**src/rtl/ddu_ctrl.sv**
```systemverilog
// ddu_ctrl: debug unit controller -- button conditioning, address stepping, single-step FSM, 7-seg scan (optional watchdog via DDU_STEP_WATCHDOG_EN)
module ddu_ctrl #(
    parameter int DEBOUNCE_CYCLES = 4,
    parameter int SCAN_DIV        = 4
) (
    input  logic        clk,
    input  logic        rst,
    input  logic        cont,
    input  logic        step,
    input  logic        inc,
    input  logic        dec,
    input  logic        mem,
    input  logic [3:0]  state,
    input  logic [31:0] currentAddress,
    input  logic [31:0] DDU_mem_data,
    input  logic [31:0] DDU_reg_data,
    output logic        run,
    output logic [31:0] DDU_addr,
    output logic [15:0] led,
    output logic [7:0]  an,
    output logic [7:0]  seg,
    output logic        step_err
);
    localparam int DW = $clog2(DEBOUNCE_CYCLES) + 1;
    localparam int SW = (SCAN_DIV > 1) ? $clog2(SCAN_DIV) : 1;

    typedef enum logic [1:0] {IDLE, LEAVE, FINISH} fsm_t;

    logic [3:0]    r_sync1, r_sync2;
    logic [2:0]    r_db, r_pulse;
    logic [DW-1:0] r_cnt [3];
    logic [31:0]   r_addr;
    logic [2:0]    r_idx;
    logic [SW-1:0] r_div;
    fsm_t          r_fsm, w_fsm_nxt;
    logic          w_step_p, w_cont, w_wd_exp, w_unused;
    logic [31:0]   w_data;
    logic [3:0]    w_nib;
    logic [6:0]    w_glyph;

    assign w_step_p = r_pulse[0];
    assign w_cont   = r_sync2[3];
    assign w_unused = &{1'b0, currentAddress[31:10], currentAddress[1:0]};

    // two-flop synchronizers, bit order {cont, dec, inc, step}
    always_ff @(posedge clk or negedge rst) begin
        if (!rst) begin
            r_sync1 <= '0;
            r_sync2 <= '0;
        end else begin
            r_sync1 <= {cont, dec, inc, step};
            r_sync2 <= r_sync1;
        end
    end

    // debounce step/inc/dec and emit one pulse on each accepted rising level
    always_ff @(posedge clk or negedge rst) begin
        if (!rst) begin
            r_db    <= '0;
            r_pulse <= '0;
            for (int i = 0; i < 3; i++) r_cnt[i] <= '0;
        end else begin
            for (int i = 0; i < 3; i++) begin
                if (r_sync2[i] == r_db[i]) begin
                    r_cnt[i]   <= '0;
                    r_pulse[i] <= 1'b0;
                end else if (r_cnt[i] == DW'(DEBOUNCE_CYCLES - 1)) begin
                    r_db[i]    <= r_sync2[i];
                    r_cnt[i]   <= '0;
                    r_pulse[i] <= r_sync2[i];
                end else begin
                    r_cnt[i]   <= r_cnt[i] + DW'(1);
                    r_pulse[i] <= 1'b0;
                end
            end
        end
    end

    // debug address: inc/dec pulses, simultaneous pulses cancel
    always_ff @(posedge clk or negedge rst) begin
        if (!rst)
            r_addr <= '0;
        else if (r_pulse[1] && !r_pulse[2])
            r_addr <= r_addr + 32'd1;
        else if (r_pulse[2] && !r_pulse[1])
            r_addr <= r_addr - 32'd1;
    end

`ifdef DDU_STEP_WATCHDOG_EN
    logic [7:0] r_wd;
    logic       r_err;

    assign w_wd_exp = (r_fsm != IDLE) && (r_wd == 8'hFF);
    assign step_err = r_err;

    // watchdog counts cycles spent outside IDLE; expiry is sticky until reset
    always_ff @(posedge clk or negedge rst) begin
        if (!rst) begin
            r_wd  <= '0;
            r_err <= 1'b0;
        end else begin
            r_wd  <= (r_fsm == IDLE) ? 8'd0 : r_wd + 8'd1;
            r_err <= r_err | w_wd_exp;
        end
    end
`else
    assign w_wd_exp = 1'b0;
    assign step_err = 1'b0;
`endif

    // step FSM state register
    always_ff @(posedge clk or negedge rst) begin
        if (!rst)
            r_fsm <= IDLE;
        else
            r_fsm <= w_fsm_nxt;
    end

    // step FSM next state: leave fetch, finish the instruction, stop at next fetch
    always_comb begin
        w_fsm_nxt = r_fsm;
        case (r_fsm)
            IDLE:    if (w_step_p && !w_cont) w_fsm_nxt = LEAVE;
            LEAVE:   if (state != 4'd0) w_fsm_nxt = FINISH;
            FINISH:  if (state == 4'd0) w_fsm_nxt = IDLE;
            default: w_fsm_nxt = IDLE;
        endcase
        if (w_wd_exp) w_fsm_nxt = IDLE;
    end

    assign run = w_cont || (r_fsm == LEAVE) || ((r_fsm == FINISH) && (state != 4'd0));

    // digit scan: prescaler then 3-bit digit index wrapping 7->0
    always_ff @(posedge clk or negedge rst) begin
        if (!rst) begin
            r_div <= '0;
            r_idx <= '0;
        end else if (r_div == SW'(SCAN_DIV - 1)) begin
            r_div <= '0;
            r_idx <= r_idx + 3'd1;
        end else begin
            r_div <= r_div + SW'(1);
        end
    end

    assign w_data = mem ? DDU_mem_data : DDU_reg_data;
    assign w_nib  = w_data[{r_idx, 2'b00} +: 4];

    // active-low hex glyph, bit order g..a
    always_comb begin
        w_glyph = 7'h7F;
        case (w_nib)
            4'h0: w_glyph = 7'h40;
            4'h1: w_glyph = 7'h79;
            4'h2: w_glyph = 7'h24;
            4'h3: w_glyph = 7'h30;
            4'h4: w_glyph = 7'h19;
            4'h5: w_glyph = 7'h12;
            4'h6: w_glyph = 7'h02;
            4'h7: w_glyph = 7'h78;
            4'h8: w_glyph = 7'h00;
            4'h9: w_glyph = 7'h10;
            4'hA: w_glyph = 7'h08;
            4'hB: w_glyph = 7'h03;
            4'hC: w_glyph = 7'h46;
            4'hD: w_glyph = 7'h21;
            4'hE: w_glyph = 7'h06;
            default: w_glyph = 7'h0E;
        endcase
    end

    assign seg      = {1'b1, w_glyph};
    assign an       = ~(8'd1 << r_idx);
    assign DDU_addr = r_addr;
    assign led      = {currentAddress[9:2], r_addr[7:0]};
endmodule

```
**config.mk**
```make
export PLATFORM = sky130hd
export DESIGN_NAME = ddu_ctrl
export DESIGN_NICKNAME = d
export VERILOG_FILES = /design/src/rtl/ddu_ctrl.sv
export SDC_FILE = /design/constraint.sdc
export NUM_CORES = 1
export LEC_CHECK = 0
export BUFFER_PORTS_ARGS = -buffer_cell sky130_fd_sc_hd__buf_2
export CORE_MARGIN = 2
export CORE_UTILIZATION = 56
export CTS_CLUSTER_SIZE = 40
export DETAILED_ROUTE_END_ITERATION = 8
export GPL_TIMING_DRIVEN = 0
export PLACE_DENSITY = 0.88
export SYNTH_ARGS = -nofsm -noshare
export SYNTH_HDL_FRONTEND = slang
export SYNTH_SLANG_ARGS = --single-unit
```
**constraint.sdc**
```tcl
create_clock -name clk -period 6.5 [get_ports clk]
set_input_delay 0.325 -clock clk [delete_from_list [all_inputs] [get_ports clk]]
set_output_delay 0.325 -clock clk [all_outputs]
set_load 0.02 [all_outputs]
```
-- After elaboration in Yosys (flattened, before gate mapping)
Memory sizes are Yosys's and may differ from the RTL's.
Index checks and enable logic that the tools add are counted.
- bits in registers: 62
- latch bits: 0
- bits in writable memories: 0
- ROM bits: 112
- bits of input ports: 107
- output and inout port bits: 66
- logic and storage cells: 76
- memories kept: 1
- memories (name ; words ; bits a word ; rd ports ; clocked after memory_dff ; write ports ; RTL line ; text):
    (no name shown) ; 16 ; 7 ; 1 ; 0 ; 0 ; 152 ; case (w_nib)
- add/subtract/negate cells: 7
- multipliers: 0
- div/mod/pow operators: 0
- order comparisons: 0
- eq/ne operators: 12
- shift operators: 2
- muxes and demuxes: 20
- bitwise operators: 4
- reduce and logical (&&, ||, !) cells: 17
- operator list (operator ; number):
    32-bit two-way mux ; 3
    32-bit by 1-bit adder with 32-bit output, second input constant ; 1
    32-bit by 6-bit variable part select with 4-bit output ; 1
    32-bit by 1-bit subtractor with 32-bit output, second input constant ; 1
    3-bit two-way mux ; 6
    3-bit by 1-bit adder with 3-bit output, second input constant ; 4
    3-bit by 2-bit == test with 1-bit output, second input constant ; 3
    2-bit two-way mux ; 4
    8-bit NOT ; 1
    1-bit by 3-bit << shifter with 8-bit output, first input constant ; 1
    1-bit two-way mux ; 6
    2-bit != test, second input constant ; 3
    2-bit case mux with 3 select lines ; 1
    2-bit AND reduction ; 3
    2-bit == test, second input constant ; 2
    1-bit logical AND ; 4
    4-bit logical NOT ; 1
    4-bit nonzero test ; 1
    1-bit == test ; 3
    1-bit logical NOT ; 3
    1-bit NOT ; 3
    3-bit AND reduction ; 1
    2-bit by 1-bit adder with 2-bit output, second input constant ; 1
    2-bit by 1-bit == test with 1-bit output, second input constant ; 1
    3 further kinds ; 4

-- Longest topological paths before layout
- depth after elaboration: 4
- gate-level depth with buffers: 12
- gate-level depth less buffers: 11

-- Worst setup path after synthesis
No wires, ideal clock.
- path type: register -> register
- start point: register r_pulse[1]
- end point: register r_addr[25], in the netlist DDU_addr[25]
- library setup time: 0.095 ns
- data arrival time: 3.021 ns
- required time: 6.405 ns
- setup slack: 3.384 ns
- stages on the path, launching flop included: 11
- path buffers: 0
- clock period less this slack: 3.116 ns
- cells stage by stage: dfrtp_1 -> ha_1 -> inv_1 -> ha_1 -> a211oi_1 -> o21a_1 -> a21oi_2 -> a2111oi_4 -> nor4_1 -> o31a_1 -> o31ai_1
- longest elaborated chain between the ends: 3
- elaborated cells on any way between the ends: 5
- those cells by class: 1 x mux; 4 x reduce/logical
- ends and longest elaborated chain (element ; RTL line ; text):
    from (decl) ; 30 ; logic [2:0] r_db, r_pulse;
    from (signal, indexed assignment) ; 70 ; r_pulse[i] <= r_sync2[i];
    1-bit logical NOT ; 85 ; else if (r_pulse[2] && !r_pulse[1])
    1-bit logical AND ; 85 ;
    2-bit nonzero test (no line) ; - ;
    to (signal assigned) ; 84 ; r_addr <= r_addr + 32'd1;
    to (signal assigned) ; 86 ; r_addr <= r_addr - 32'd1;
    to (decl) ; 32 ; logic [31:0] r_addr;
Parallel ways exist; a longest one is shown, timed or not.
A chain may end at the register's enable or synchronous reset.

-- Worst setup path after layout
- start point: register r_pulse[1]
- end point: register r_addr[29], in the netlist DDU_addr[29]
Same word-level chain as after synthesis.

==> impl_metrics.env <==
export IMPL_status="complete, no violations"
export IMPL_tritoncts="yes"
export IMPL_port_buffers=137
export IMPL_place_gp_congestion=0.988
export IMPL_netlist_instances=538
export IMPL_vias_per_cell=6.03
export IMPL_worstReg2RegStart="r_pulse[1]"
export IMPL_dieWidth_um=99.3
export IMPL_area_growth_syn_to_layout_pct=19.8
export IMPL_grt_pass1_vias=4681
export IMPL_fin_setup_tns_ns=0
export IMPL_diodes=0
export IMPL_synth_top_area_share_pct=30.5
export IMPL_nNetsFinal=843
export IMPL_hold_violations=0
export IMPL_clk_pin_slew_worst_paths_ns=0.08
export IMPL_drc_errors=0
export IMPL_synth_edf_count=0
export IMPL_postSynthAreaPerCell_sq_um=9.45
export IMPL_slew_limit_headroom_pct=19.1
export IMPL_r2r_end="DDU_addr[29]"
export IMPL_ir_worst_vdd_mv=0.251
export IMPL_synthTopCellsByArea="dfrtp_1 31%, ha_1 12%, mux4_1 6.7%"
export IMPL_hold_class="in2async"
export IMPL_synth_distinct_cells=61
export IMPL_top_layer="met4"
export IMPL_synth_fp_nets=695
export IMPL_synth_seq_area_share_pct=30.5
export IMPL_wl_um=13800
export IMPL_dieArea_sq_um=9850
export IMPL_cp_slowest_cell="inv_1"
export IMPL_rows=34
export IMPL_grt_max_degree=63
export IMPL_setup_worst_path_end_class="flop"
export IMPL_critPathLaunch="r_pulse[1]"
export IMPL_r2r_cells=10
export IMPL_synth_compound_area_share_pct=18.8
export IMPL_rsz0062_at_grt="no"
export IMPL_crit_path_cell_trace="ha_1 -> inv_1 -> ha_1 -> o211ai_1 -> o21a_1 -> a21oi_2 -> a2111oi_4 -> o31ai_1 -> a21oi_1 -> a211oi_1"
export IMPL_cts_resized=0
export IMPL_vias=4818
export IMPL_synth_top_family_by_area="compound AO/OA/AOI/OAI gates"
export IMPL_dpl_hpwl_um=10800
export IMPL_fmax_ghz=0.242
export IMPL_root_buffer="clkbuf_8"
export IMPL_yosys_warnings=0
export IMPL_die_y_um=99.3
export IMPL_crit_required_ns=6.72
export IMPL_tightest_slew_ns=1.21
export IMPL_netlist_area_sq_um=5080
export IMPL_total_power_w=0.00279
export IMPL_route_met3_wl_um=1010
export IMPL_grt_first_pass_wirelength_um=22600
export IMPL_synthMuxAreaShare_pct=12.2
export IMPL_overflow=0
export IMPL_startpoint_type="flop"
export IMPL_hold_buffers=0
export IMPL_synth_simple_area_share_pct=15.1
export IMPL_synth_fa_ha_area_share_pct=12.5
export IMPL_ff2ff_setup_slack_ns=2.38
export IMPL_clock_sinks=62
export IMPL_drt_initial_drc_count=339
export IMPL_drtPass1Iterations=6
export IMPL_synth_async_reset_ratio_pct=100
export IMPL_htree_levels=3
export IMPL_path_common_cell="ha_1"
export IMPL_synth_main_ff_cell="dfrtp_1"
export IMPL_cts_path_max_buffers=2
export IMPL_antenna_left=0
export IMPL_min_period_ns=4.12
export IMPL_worst_ep_arrival_time_ns=4.34
export IMPL_grt_usage_pct=28.6
export IMPL_clk_latency_ns=0.35
export IMPL_wl_per_cell_um=17.3
export IMPL_setup_viol=0
export IMPL_synth_xor_area_share_pct=4.31
export IMPL_hold_worst_slack_ns=0.0388
export IMPL_cts_made_buffers=9
export IMPL_max_cap_violations=0
export IMPL_final_common_cell="buf_2"
export IMPL_synth_seq_cells=62
export IMPL_antenna_found_initial=0
export IMPL_wl_met1_um=5860
export IMPL_cts_setup_buffers=0
export IMPL_layout_common_cells="137 x buf_2, 62 x dfrtp_1, 54 x nand2_1"
export IMPL_synth_top_area_cell="dfrtp_1"
export IMPL_met2WireLength_um=6570
export IMPL_worst_setup_path_type="reg2reg"
export IMPL_drive_above_1_share_pct=28.2
export IMPL_powerDensity_nw_per_um2=459
export IMPL_ioPinCount=173
export IMPL_slowest_delay_ns=0.89
export IMPL_design_core_area_sq_um=8760
export IMPL_slew_violations=0
export IMPL_cp_endpoint="DDU_addr[29]"
export IMPL_power_leakage_nw=2.90
export IMPL_initial_utilization_pct=58.0
export IMPL_skew_ns=0.00618
export IMPL_path_max_fanout=33
export IMPL_fin_crit_sh_pct=63.5
Yosys cell counts (all sizes together), types with 3 or more instances:
library cell and number:
nand2 54, mux2 7, dfrtp 62, xnor2 13
o22ai 3, or3 6, ha 49, a21o 10
o21a 10, mux2i 4, nor3 10, nor2 26
nor4 5, nand2b 7, xor2 12, and3b 3
nor2b 11, clkbuf 21, buf 22, mux4 20
a21oi 47, a31oi 6, nand4 9, o21ai 42
nor3b 5, o21bai 4, inv 18, a211oi 7
o31ai 5, nand3 7, and3 4, o211ai 4
logic make-up (layout without fill, tap and decap cells):
| kind of cell | Yosys count | count (layout) |
|---|---|---|
| simple gates | 154 | 154 |
| compound gates | 153 | 153 |
| flops | 62 | 62 |
| buf+inv | 61 | 214 |
| fa+ha+maj | 50 | 50 |
| mux | 31 | 31 |
| xor+xnor | 25 | 25 |
| other cells | 2 | 2 |
layer usage:
metal / global-route usage, % / vias up
met5: 0 / -
met4: 9.38 / 0
met2: 46.6 / 233
met3: 5.20 / 49
met1: 39.0 / 2274
li1: - / 2262
worst min-delay path by stage:
stage	slack, ns	end	depth (start not counted)	start
final	0.04	DDU_addr[26]	1	rst
after detailed placement	0.34	r_sync2[1]	0	r_sync1[1]
after global placement	0.34	r_sync2[0]	0	r_sync1[0]
after floorplan	0.03	DDU_addr[0]	0	rst
after global routing	0.07	r_sync1[3]	1	cont
after CTS	0.06	r_sync1[0]	1	step
power breakdown:
part	switching (W)	internal [W]	leakage (nW)
clock	0.000182	0.000145	0.0888
sequential	0.000108	0.000505	0.778
combinational	0.00113	0.000726	2.03
critical path: cells and delay by family, from the launching register on:
kind | cells | cell delay [ns]
compound gates | 7 | 2.06
flops | 1 | 0.37
buf+inv | 1 | 0.89
fa+ha+maj | 2 | 0.67
final cells by class:
| class | count | area (sq um) |
|---|---|---|
| Tap cell | 108 | 135 |
| Sequential cell | 62 | 1550 |
| Clock buffer | 9 | 124 |
| Buffer | 43 | 262 |
| Fill cell | 673 | 2670 |
| Inverter | 18 | 67.6 |
| Timing Repair Buffer | 137 | 688 |
| Multi-Input combinational cell | 415 | 3200 |
| Clock inverter | 7 | 61.3 |
registers in the layout, summed over array words and instances (netlist names):
register,cells
r_sync1,4
r_cnt,9
r_db,3
r_pulse,3
r_idx,3
r_fsm,2
r_div,2
DDU_addr,32
r_sync2,4
metrics by stage:
stage	worst slack, ns	util [%]	area, sq um	cells
floorplan	3.38	-	5080	538
global placement	2.75	67.4	5900	783
detailed placement	2.67	67.4	5900	783
CTS	2.55	69.5	6090	799
global route	2.22	69.5	6090	799
finish	2.38	69.5	6090	799
Note: power is estimated with default switching activity, not from simulation.
